==> config.mk <==
export PLATFORM = sky130hd
export DESIGN_NAME = axi_demultiplexer_buf
export DESIGN_NICKNAME = d
export VERILOG_FILES = /design/src/rtl/axi_demultiplexer_buf.sv
export SDC_FILE = /design/constraint.sdc
export NUM_CORES = 1
export LEC_CHECK = 0
export BUFFER_PORTS_ARGS = -buffer_cell sky130_fd_sc_hd__buf_2
export CORE_AREA = 2 2 436 438
export CTS_BUF_LIST = sky130_fd_sc_hd__clkbuf_4
export CTS_CLUSTER_SIZE = 14
export DETAILED_ROUTE_END_ITERATION = 16
export DIE_AREA = 0 0 438 440
export GPL_TIMING_DRIVEN = 0
export PLACE_DENSITY = 0.3
export SLEW_MARGIN = 20
export SYNTH_ARGS = -nofsm -noshare
export SYNTH_HDL_FRONTEND = slang
export SYNTH_SLANG_ARGS = --single-unit
export TNS_END_PERCENT = 100
==> constraint.sdc <==
create_clock -name clk -period 2.8 [get_ports clk]
set_input_delay 0.28 -clock clk [delete_from_list [all_inputs] [get_ports clk]]
set_output_delay 0.28 -clock clk [all_outputs]
set_load 0.01 [all_outputs]
==> src/rtl/axi_demultiplexer_buf.sv <==
// rtl/axi_demultiplexer_buf.sv - buffered 1-to-N valid/ready demultiplexer (optional: AXI_DEMUX_SEL_CHECK_EN)
module axi_demultiplexer_buf #(
  parameter int DATA_WIDTH = 64,
  parameter int N_OUT      = 16,
  parameter int SEL_WIDTH  = $clog2(N_OUT)
) (
  input  logic                                clk,
  input  logic                                rst_n,
  input  logic                                in_valid,
  output logic                                in_ready,
  input  logic [DATA_WIDTH-1:0]               IN_DATA,
  input  logic [SEL_WIDTH-1:0]                SEL,
  output logic [N_OUT-1:0]                    out_valid,
  input  logic [N_OUT-1:0]                    out_ready,
  output logic [N_OUT-1:0][DATA_WIDTH-1:0]    OUT_DATA,
  output logic                                sel_err
);

  // Two-entry ring buffer; count distinguishes full from empty when pointers match.
  logic [1:0]            count;
  logic                  wr_ptr;
  logic                  rd_ptr;
  logic [DATA_WIDTH-1:0] data_mem [2];
  logic [SEL_WIDTH-1:0]  sel_mem  [2];

  logic [DATA_WIDTH-1:0] head_data;
  logic [SEL_WIDTH-1:0]  head_sel;
  logic                  head_vld;
  logic                  head_rdy;
  logic                  push;
  logic                  pop;
  logic                  store;

  // Ready depends only on the registered count, cutting the out_ready -> in_ready path.
  assign in_ready  = (count != 2'd2);
  assign push      = in_valid & in_ready;
  assign head_vld  = (count != 2'd0);
  assign head_data = data_mem[rd_ptr];
  assign head_sel  = sel_mem[rd_ptr];
  assign pop       = head_vld & head_rdy;

  // Steer the head entry onto its lane and pick up that lane's ready only.
  always_comb begin
    out_valid = '0;
    OUT_DATA  = '0;
    head_rdy  = 1'b0;
    for (int i = 0; i < N_OUT; i++) begin
      if (head_vld && (head_sel == SEL_WIDTH'(i))) begin
        out_valid[i] = 1'b1;
        OUT_DATA[i]  = head_data;
        head_rdy     = out_ready[i];
      end
    end
  end

`ifdef AXI_DEMUX_SEL_CHECK_EN
  logic sel_bad;
  logic sel_err_q;

  // Out-of-range selects are accepted on the handshake but never stored.
  assign sel_bad = ({1'b0, SEL} >= (SEL_WIDTH + 1)'(N_OUT));
  assign store   = push & ~sel_bad;
  assign sel_err = sel_err_q;

  // One-cycle error pulse following an absorbed out-of-range push.
  always_ff @(posedge clk or negedge rst_n) begin
    if (!rst_n) begin
      sel_err_q <= 1'b0;
    end else begin
      sel_err_q <= push & sel_bad;
    end
  end
`else
  assign store   = push;
  assign sel_err = 1'b0;
`endif

  // Entry storage: written only at wr_ptr, so the displayed head never changes until popped.
  always_ff @(posedge clk or negedge rst_n) begin
    if (!rst_n) begin
      for (int i = 0; i < 2; i++) begin
        data_mem[i] <= '0;
        sel_mem[i]  <= '0;
      end
    end else if (store) begin
      data_mem[wr_ptr] <= IN_DATA;
      sel_mem[wr_ptr]  <= SEL;
    end
  end

  // Pointer and occupancy bookkeeping; simultaneous push and pop leaves count unchanged.
  always_ff @(posedge clk or negedge rst_n) begin
    if (!rst_n) begin
      count  <= 2'd0;
      wr_ptr <= 1'b0;
      rd_ptr <= 1'b0;
    end else begin
      if (store) wr_ptr <= ~wr_ptr;
      if (pop)   rd_ptr <= ~rd_ptr;
      case ({store, pop})
        2'b10:   count <= count + 2'd1;
        2'b01:   count <= count - 2'd1;
        default: count <= count;
      endcase
    end
  end

endmodule

==> PnR_summary.wiki <==
{| class="wikitable"
! Metric !! Value
|-
| Register bit count reported by yosys || 140
|-
| Clock root buffer master || sky130_fd_sc_hd__clkbuf_4
|-
| Half-perimeter wire length after placement || 116,700 um
|-
| Number of pins exceeding their max-slew limit in the final report || 0
|-
| CTS Sinks || 140
|-
| Post-Synth XOR/XNOR Area || 0.3157%
|-
| Flop2flop setup slack || -0.35 ns
|-
| Main combinational cell family by area after synthesis || simple AND/OR/NAND/NOR gates
|-
| Status || finished with violations
|-
| Share of synthesized cell area in full adder, half adder and majority cells || 0.1127%
|-
| I/O Buffers || 1,127
|-
| Switching power of the nets || 21.89 mW
|-
| Fraction of power consumed by the clock network || 4.0%
|-
| Synthesized instance count || 1,681
|-
| Longest Clk Path Bufs || 2
|-
| Clock period minus final worst setup slack || 3.436 ns
|-
| Leading cell types in the layout, fill and taps excluded || 992 x sky130_fd_sc_hd__buf_2, 815 x sky130_fd_sc_hd__nor2_1, 176 x sky130_fd_sc_hd__buf_6
|-
| Final weighted congestion of routability-driven global placement || 0.8580
|-
| Mapped Area || 0.01110 sq mm
|-
| Number of nets with antenna violations after detailed routing || 0
|-
| Min-Delay Path Class || in2reg
|-
| Hold slack final || 0.2586 ns
|-
| Worst VDD drop || 391.0 uV
|-
| Post-route worst setup slack || -0.6360 ns
|-
| Basic-gate share of the synthesized area counting and, or, nand and nor cells || 37.14%
|-
| Count of flip-flops with a built-in enable after synthesis || 0
|-
| # nets final || 3,212
|-
| Row Count || 160
|-
| First-pass GRT wire length || 177,700 um
|-
| # setup viols final || 1,042
|-
| Residual DRC count || 0
|-
| Internal power || 16.33 mW
|-
| CP max FO || 7
|-
| First element of the critical path || rd_ptr
|-
| List of cells traversed by the critical path || buf_6 -> bufbuf_16 -> mux2_4 -> nor2_4 -> buf_12 -> nand2_8 -> buf_8 -> buf_16 -> buf_16 -> nor2_2 -> buf_2
|-
| Antenna violations before repair || 12
|-
| Initial core utilization || 5.885%
|-
| Final-report hold violation count || 0
|-
| Slowest cell on the critical path || sky130_fd_sc_hd__dfrtp_1
|-
| Detail-routed net length per standard cell || 26.68 um
|-
| Pin count of the biggest net entering global routing || 77
|-
| Number of design-rule violations left by the first detailed-router iteration || 1,668
|-
| Global-route usage over all layers || 14.23%
|-
| Number of placed instances, taps included || 5,355
|-
| Syn Nets || 1,769
|-
| Critical Path Source Type || register
|-
| Place WS || -1.439 ns
|-
| Data arrival at the endpoint of the critical path || 3.16 ns
|-
| Clock tree skew after final layout || 0.03515 ns
|-
| Gate power share || 85.1%
|-
| Crit share post-route || 122.7%
|-
| Required @ worst endpoint || 2.52 ns
|-
| Reg2Reg Capture Point || count[1]
|-
| Violations in the final reports || negative setup slack
|-
| Switching portion of total power || 57.27%
|-
| Horiz. Die Dim || 438 um
|-
| Relative slew slack || 40.21%
|-
| Cell area power density || 1287 mW/mm^2
|-
| Routed wire length || 151,000 um
|-
| Core Region || 0.1886 sq mm
|-
| Sequential-to-total area share from yosys stat || 31.57%
|-
| TritonCTS clock tree || done
|-
| Share of cell area taken by muxes after synthesis || 20.12%
|-
| Classification of the worst setup path || reg2out
|-
| Number of optimization iterations in the first detailed-route pass || 5
|-
| Cell mode on critical path || sky130_fd_sc_hd__buf_16
|-
| YS warnings || 0
|-
| Die area || 0.1927 sq mm
|-
| Number of distinct library cells after synthesis || 53
|-
| Async set-or-reset flop fraction in the synthesized netlist || 100.0%
|-
| Worst-case reg-to-reg path depth || 11
|-
| Clock buffer count from CTS || 17
|-
| Kind of end point of the critical path || primary output
|-
| Leakage power || 15.20 nW
|-
| Most common library cell in the layout ignoring fill and taps || sky130_fd_sc_hd__buf_2
|-
| Average cell area after synthesis || 6.602 sq um
|-
| Delay of the slowest cell on the worst path || 0.42 ns
|-
| Startpoint of the lowest-slack register-to-register path || rd_ptr
|-
| Top flip-flop cell by instance count after synthesis || sky130_fd_sc_hd__dfrtp_1
|-
| Register clock-pin slew on the reported worst setup and hold paths || 0.18 ns
|-
| Global-route congestion overflow total || 0
|-
| Layout overhead on the synthesized area || 167.6%
|-
| RSZ-0062 raised after global routing || yes
|-
| End point of the critical path || OUT_DATA[177]
|-
| Total number of vias || 18,660
|-
| Number of global-route vias before repair || 16,500
|-
| Fraction of final layout cells with drive strength greater than 1 || 64.55%
|-
| Sequential group share of total power || 10.9%
|-
| Max_cap viols || 0
|-
| Top-level port count || 1,129
|-
| Average vias per placed instance || 3.299
|-
| Number of H-tree branching levels || 4
|-
| Achievable frequency || 291.0 MHz
|-
| Die height || 440 um
|-
| Post-route insts no fill || 5,658
|-
| Clock latency of the later-clocked register in the worst-skew pair || 0.78 ns
|-
| Complex-gate fraction of the synthesized area || 2.480%
|-
| Actual transition at the worst max-transition pin || 0.8968 ns
|}
==> Yosys cell counts, drive strengths merged (2+ instances only) <==
master  count  area share, %
buf        85            3.7
and2        2           0.11
mux2      137             14
dfrtp     140             32
inv        16           0.54
or2         3           0.17
clkbuf    118            4.0
o21ai       4           0.18
o21a        2           0.14
xnor2       3           0.24
a221oi      2           0.21
mux2i      69            6.2
o32ai       2           0.29
o221ai      2           0.16
o211ai      2           0.14
nor2b       5           0.28
nand2b      6           0.34
and3b       3           0.27
nand2      17           0.57
nor2     1033             35
o21bai      2           0.14
a22o        2           0.16
a21oi       3           0.14
==> power by group through the flow <==
stage / logic, mW / registers (mW) / clock network [mW]
final: 32.5 / 4.17 / 1.52
after global routing: 33.8 / 4.30 / 1.74
after CTS: 28.2 / 4.12 / 1.70
after detailed placement: 22.5 / 3.84 / 0
after global placement: 20.8 / 3.64 / 0
after floorplan: 8.83 / 3.51 / 0
==> through the flow <==
step	TNS [ns]	total power, mW	utilization (%)	cell area, sq um
floorplan	0	12.34	-	11100
global placement	-1759.27	24.49	10.54	19880
detailed placement	-674.76	26.32	11.12	20960
CTS	-709.68	34.00	13.60	25650
global route	-711.39	39.80	15.74	29690
finish	-438.51	38.21	15.75	29700
==> registers in the layout, indices dropped and copies added (netlist names) <==
signal / count
sel_mem: 8
rd_ptr: 1
data_mem: 128
wr_ptr: 1
count: 2
==> logic make-up after synthesis <==
logic type	after synthesis
xor gates and xnor gates	4
AOI/OAI and AO/OA	32
DFF	140
adders and majority gates	1
other	1
muxes	206
and+or+nand+nor	1077
buffers and inverters	220
==> final cells by class <==
cell class              instances  area, sq um
fillers                     21770       158900
repair buffers               1432        10840
multi-input cells            1321         8949
flip-flops and latches        140         3507
well taps                    2511         3142
plain buffers                 195         2895
clock buffers                  18        135.1
clock inverters                14        133.9
inverters                      17        71.32
diodes                         10        25.02
==> timing repair <==
action | in CTS | in global routing
hold buffers | 80 | 0
setup endpoints to repair | 1047 | 1053
gates cloned | 15 | 25
endpoints found under the hold margin | 280 | 0
gates resized for setup | 610 | 761
pin swaps | 20 | 33
buffers inserted | 73 | 76
==> metal layers <==
metal | vias to the layer above | routed length [um] | global-route usage [%]
li1 | 8125 | - | -
met1 | 9466 | 58990 | 17.15
met2 | 969 | 77980 | 25.87
met3 | 101 | 9702 | 2.551
met4 | 2 | 4156 | 3.482
met5 | - | 144 | 0
==> critical path: cells and delay by family (launching register included) <==
family / cells / cell delay (ns)
simple gates: 3 / 0.30
flops: 1 / 0.42
mux: 1 / 0.32
buf+inv: 7 / 1.21
==> how the worst min path moves through the flow <==
stage | endpoint | cells past startpoint | slack [ns] | startpoint
2_1_floorplan | count[0] | 0 | -0.02 | rst_n
3_3_place_gp | wr_ptr | 1 | 0.49 | wr_ptr
3_5_place_dp | data_mem[75] | 1 | 0.30 | rst_n
4_1_cts | rd_ptr | 5 | 0.009 | out_ready[12]
5_1_grt | data_mem[25] | 3 | 0.11 | IN_DATA[25]
6_report | rd_ptr | 5 | 0.26 | out_ready[12]
Note: power is estimated with default switching activity, not from simulation.
